File: src/rtl/mem_arbiter.sv
// Arbiter sharing one single-port, variable-latency memory between the fetch
// (imem) and data (dmem) ports; one transaction in flight, data-first priority.
module mem_arbiter #(
  parameter int MAX_D_STREAK = 4
) (
  input  logic        clk,
  input  logic        rst,
  input  logic [31:0] imem_addr,
  input  logic        imem_read,
  output logic [31:0] imem_rdata,
  output logic        imem_resp,
  input  logic [31:0] dmem_addr,
  input  logic        dmem_read,
  input  logic        dmem_write,
  input  logic [3:0]  dmem_wmask,
  input  logic [31:0] dmem_wdata,
  output logic [31:0] dmem_rdata,
  output logic        dmem_resp,
  output logic [31:0] mem_addr,
  output logic        mem_read,
  output logic        mem_write,
  output logic [3:0]  mem_wmask,
  output logic [31:0] mem_wdata,
  input  logic [31:0] mem_rdata,
  input  logic        mem_resp
);

  typedef enum logic [1:0] {IDLE = 2'd0, BUSY = 2'd1, DONE = 2'd2} state_t;

  localparam logic [3:0] STREAK_MAX = 4'(MAX_D_STREAK);

  state_t      state_q,      state_d;
  logic [3:0]  streak_q,     streak_d;
  logic        win_dmem_q,   win_dmem_d;
  logic [31:0] mem_addr_q,   mem_addr_d;
  logic        mem_read_q,   mem_read_d;
  logic        mem_write_q,  mem_write_d;
  logic [3:0]  mem_wmask_q,  mem_wmask_d;
  logic [31:0] mem_wdata_q,  mem_wdata_d;
  logic [31:0] imem_rdata_q, imem_rdata_d;
  logic [31:0] dmem_rdata_q, dmem_rdata_d;
  logic        imem_resp_q,  imem_resp_d;
  logic        dmem_resp_q,  dmem_resp_d;

  logic        resp_cycle;
  logic        imem_req;
  logic        dmem_req;

  always_comb begin
    state_d      = state_q;
    streak_d     = streak_q;
    win_dmem_d   = win_dmem_q;
    mem_addr_d   = mem_addr_q;
    mem_read_d   = mem_read_q;
    mem_write_d  = mem_write_q;
    mem_wmask_d  = mem_wmask_q;
    mem_wdata_d  = mem_wdata_q;
    imem_rdata_d = imem_rdata_q;
    dmem_rdata_d = dmem_rdata_q;
    imem_resp_d  = 1'b0;
    dmem_resp_d  = 1'b0;

    // The requester still holds its request during its resp cycle, so no
    // grant is made while a resp pulse is on the outputs.
    resp_cycle = imem_resp_q | dmem_resp_q;
    imem_req   = imem_read & ~resp_cycle;
    dmem_req   = (dmem_read | dmem_write) & ~resp_cycle;

    unique case (state_q)
      IDLE: begin
        if (dmem_req && !(imem_req && streak_q == STREAK_MAX)) begin
          win_dmem_d  = 1'b1;
          mem_addr_d  = dmem_addr;
          mem_write_d = dmem_write;
          mem_read_d  = ~dmem_write;
          mem_wmask_d = dmem_write ? dmem_wmask : 4'b0000;
          mem_wdata_d = dmem_wdata;
          state_d     = BUSY;
          if (imem_read && streak_q < STREAK_MAX) begin
            streak_d = streak_q + 4'd1;
          end
        end else if (imem_req) begin
          win_dmem_d  = 1'b0;
          mem_addr_d  = imem_addr;
          mem_read_d  = 1'b1;
          mem_write_d = 1'b0;
          mem_wmask_d = 4'b0000;
          mem_wdata_d = 32'h0000_0000;
          streak_d    = 4'd0;
          state_d     = BUSY;
        end
      end
      BUSY: begin
        if (mem_resp) begin
          mem_read_d  = 1'b0;
          mem_write_d = 1'b0;
          if (win_dmem_q) begin
            dmem_rdata_d = mem_write_q ? 32'h0000_0000 : mem_rdata;
          end else begin
            imem_rdata_d = mem_rdata;
          end
          state_d = DONE;
        end
      end
      DONE: begin
        imem_resp_d = ~win_dmem_q;
        dmem_resp_d = win_dmem_q;
        state_d     = IDLE;
      end
      default: state_d = IDLE;
    endcase
  end

  always_ff @(posedge clk) begin
    if (rst) begin
      state_q      <= IDLE;
      streak_q     <= 4'd0;
      win_dmem_q   <= 1'b0;
      mem_addr_q   <= 32'h0000_0000;
      mem_read_q   <= 1'b0;
      mem_write_q  <= 1'b0;
      mem_wmask_q  <= 4'b0000;
      mem_wdata_q  <= 32'h0000_0000;
      imem_rdata_q <= 32'h0000_0000;
      dmem_rdata_q <= 32'h0000_0000;
      imem_resp_q  <= 1'b0;
      dmem_resp_q  <= 1'b0;
    end else begin
      state_q      <= state_d;
      streak_q     <= streak_d;
      win_dmem_q   <= win_dmem_d;
      mem_addr_q   <= mem_addr_d;
      mem_read_q   <= mem_read_d;
      mem_write_q  <= mem_write_d;
      mem_wmask_q  <= mem_wmask_d;
      mem_wdata_q  <= mem_wdata_d;
      imem_rdata_q <= imem_rdata_d;
      dmem_rdata_q <= dmem_rdata_d;
      imem_resp_q  <= imem_resp_d;
      dmem_resp_q  <= dmem_resp_d;
    end
  end

  assign imem_rdata = imem_rdata_q;
  assign imem_resp  = imem_resp_q;
  assign dmem_rdata = dmem_rdata_q;
  assign dmem_resp  = dmem_resp_q;
  assign mem_addr   = mem_addr_q;
  assign mem_read   = mem_read_q;
  assign mem_write  = mem_write_q;
  assign mem_wmask  = mem_wmask_q;
  assign mem_wdata  = mem_wdata_q;

endmodule

File: config.mk
export PLATFORM = sky130hd
export DESIGN_NAME = mem_arbiter
export DESIGN_NICKNAME = d
export VERILOG_FILES = /design/src/rtl/mem_arbiter.sv
export SDC_FILE = /design/constraint.sdc
export NUM_CORES = 1
export LEC_CHECK = 0
export BUFFER_PORTS_ARGS = -buffer_cell sky130_fd_sc_hd__buf_2
export CORE_ASPECT_RATIO = 0.7
export CORE_MARGIN = 3
export CORE_UTILIZATION = 30
export CTS_CLUSTER_DIAMETER = 150
export DETAILED_ROUTE_END_ITERATION = 6
export PLACE_DENSITY_LB_ADDON = 0.1
export SLEW_MARGIN = 20
export SYNTH_ARGS = -nofsm -noshare
export SYNTH_HDL_FRONTEND = slang
export SYNTH_SLANG_ARGS = --single-unit
File: constraint.sdc
create_clock -name clk -period 3.5 [get_ports clk]
set_clock_uncertainty 0.15 [all_clocks]
set_input_delay 0.35 -clock clk [delete_from_list [all_inputs] [get_ports clk]]
set_output_delay 0.35 -clock clk [all_outputs]
set_load 0.005 [all_outputs]
==> flow_summary_export.csv <==
group,metric,value,unit
pwr,power_frac_seq,43.5,%
yosys,netlist-cell-type-count,38,
critical_path,end_kind,"flop",
timing,hold_viol_final,0,
timing,setup_violations,0,
yosys,synth_compound_area_share,17.17,%
clocking,cts_setup_buffers,0,
routing,vias_per_cell,4.793,
worst_hold_path,hp-class,"in2reg",
place,place_congestion,0.7720,
grt,antenna_found_initial,0,
critical_path,cp_cell_sequence,"inv_1 > ha_1 > and4b_1 > or4_2 > nand2_1 > a311oi_1",
routing,drt-initial-drc-count,323,
outcome,status,"finished, final reports clean",
yosys,synth-seq-area-share,52.51,%
yosys,ys_warn_count,0,
timing,min_period,2.446,ns
yosys,syn_inst,638,
finish,fin_area,7482,um^2
timing,fin_tns_setup,0,ns
die,dieArea,19850,um^2
yosys,synth-edff-count,0,
timing,timing.final.ws_setup,1.054,ns
timing,tightest_slew,0.6973,ns
yosys,syn-cell-area,5451,um^2
critical_path,path_buf_inv,1,
grt,grt_max_degree,87,
die,core,17470,um^2
clocking,path_clk_slew,0.07,ns
critical_path,slowest_stage,"or4_2",
yosys,synthAdderAreaFrac,0.4590,%
routing,drt_pass1_iterations,4,
yosys,synth_top_flop_cell,"dfxtp_1",
pwr,ir_drop,0.2585,mV
timing,hold_ws,0.02047,ns
place,post-dp-hpwl,11.89,mm
pwr,power_density,557.0,nW/um^2
clocking,root_buffer,"clkbuf_16",
die,die_h,118.8,um
pwr,totalPowerFinal,4.168,mW
finish,nets,1022,
die,dieWidth,167.1,um
yosys,synthMuxAreaShare,0,%
run,drv_cap,0,
yosys,synth_nets,778,
routing,wl_met3,1.472,mm
finish,final_common_cell,"buf_2",
critical_path,reg2reg_from,"streak_q[0]$_SDFFE_PP0P_",
routing,m1WireLength,7.645,mm
place,post_dp_cell_area,6909,um^2
pwr,power_leakage,3.451,nW
routing,vias,5397,
clocking,numCtsBuffers,17,
clocking,cts.sinks,143,
critical_path,slowest_delay,0.93,ns
finish,layout-area-overhead-vs-synth,37.25,%
critical_path,path_max_fanout,33,
routing,antenna_left,0,
grt,grt_pass1_vias,5183,
pwr,internal_power,3.015,mW
grt,globalRouteOverflowTotal,0,
finish,diodes,0,
die,initial_utilization,31.21,%
yosys,ys_ff_latch,143,
timing,slew_violations,0,
critical_path,crit_path_start,"streak_q[0]$_SDFFE_PP0P_",
finish,nFillCells,1795,
routing,highest_layer,"met4",
yosys,synth_top_family_by_area,"simple AND/OR/NAND/NOR gates",
clocking,holdBufCountCts,0,
grt,track_usage,16.63,%
finish,final_util,42.84,%
yosys,synthSimpleGateAreaFrac,24.44,%
critical_path,crit_arrival,2.55,ns
place,io_buffers,273,
pwr,power.switching,1.153,mW
clocking,cts_resized,0,
yosys,synth-xor-area-share,0,%
timing,timing.fmax,408.8,MHz
timing,slew_headroom,53.51,%
pwr,clockPowerShare,42.2,%
place,placed_cells,1094,
timing,period_share,69.89,%
yosys,synth-async-reset-ratio,0,%
critical_path,critPathRequiredTime,3.60,ns
routing,wl_per_cell,15.19,um
finish,fin_cells,1126,
clocking,htreeDepth,4,
clocking,cts_max_path_buffers,2,
clocking,cts_tree,"yes",
finish,layout_common_cells,"buf_2 (272), dfxtp_1 (143), nand2_1 (128), nor2_1 (105), a21oi_1 (69)",
finish,drive_gt1_share,35.98,%
worst_hold_path,hold_start,"dmem_wdata[11]",
die,ios,274,
die,row_count,40,
place,pre_cts_slack,0.9178,ns
timing,rsz0062_at_grt,"false",
yosys,synth.avg_cell_area,8.545,um^2
pwr,pwr-share-comb,14.2,%
clocking,clk_latency,0.42,ns
pwr,p_sw_share,27.67,%
routing,drt_wl_total,17.11,mm
routing,met2_length,7.731,mm
critical_path,worstSetupPathType,"reg2reg",
critical_path,startpoint_type,"flop",
grt,grt_first_pass_wirelength,26.82,mm
critical_path,cpLargestDelayFamily,"simple AND/OR/NAND/NOR gates",
routing,drc,0,
## power groups by stage
stage,sequential [mW],combinational (mW),clock [mW]
2_1_floorplan,1.85,0.345,0
3_3_place_gp,1.84,0.588,0
3_5_place_dp,1.85,0.601,0
4_1_cts,1.81,0.601,1.81
5_1_grt,1.83,0.667,1.88
6_report,1.81,0.594,1.76
## cell type report
type / instances / area (um^2) / share of cell area [%]
Sequential cell: 143 / 2863 / 38.26
Timing Repair Buffer: 281 / 1441 / 19.26
Clock inverter: 13 / 128.9 / 1.722
Inverter: 3 / 11.26 / 0.1505
Tap cell: 231 / 289.0 / 3.863
Multi-Input combinational cell: 436 / 2306 / 30.82
Clock buffer: 19 / 442.9 / 5.920
## kinds of logic (layout without fill, tap and decap cells)
logic type / after synthesis / after routing
adder cells (fa/ha/maj): 2 / 2
AO/OA/AOI/OAI: 142 / 142
AND/OR/NAND/NOR: 292 / 292
flip-flops: 143 / 143
buffers and inverters: 59 / 316
## registers in the layout (all words and copies together) (netlist names)
| name | cells |
|---|---|
| mem_read | 1 |
| state_q | 2 |
| mem_wmask | 4 |
| imem_resp | 1 |
| dmem_rdata | 32 |
| dmem_resp | 1 |
| mem_write | 1 |
| mem_addr | 32 |
| imem_rdata | 32 |
| streak_q | 4 |
| win_dmem_q | 1 |
| mem_wdata | 32 |
## synthesized netlist by cell type (2+ instances only)
cell type  number  share of area (%)
a21oi_1        69                6.3
a22oi_1        36                5.0
a311oi_1       32                5.1
buf_1           2               0.14
buf_2          10               0.92
buf_6           8                1.7
clkbuf_1       35                2.4
dfxtp_1       143                 53
ha_1            2               0.46
inv_1           3               0.21
nand2_1       128                8.8
nand2b_1        2               0.23
nand4_1         2               0.23
nor2_1        106                7.3
nor3_1          4               0.37
nor3b_1        33                4.5
o21ai_0         2               0.18
## worst min-delay path, stage by stage
cell and delay [ns]:
buf_2 0.08, a22oi_1 0.06, nor2_1 0.07
## path summary, 6_finish.rpt
check,to,slack (ns),cells past startpoint
max,mem_addr[29]$_SDFFE_PP0P_,1.05,6
min,mem_wdata[11]$_SDFFE_PP0P_,0.02,3
max reg2reg,mem_addr[29]$_SDFFE_PP0P_,1.05,6
min reg2reg,imem_rdata[8]$_SDFFE_PP0P_,0.31,2
## metal layers
layer  up-vias  GRT usage, %
met5         -             0
met4         0         5.925
met3        24         6.352
met2       193         26.29
met1      2502         20.75
li1       2678             -
Power figures use the tool's default switching activity.
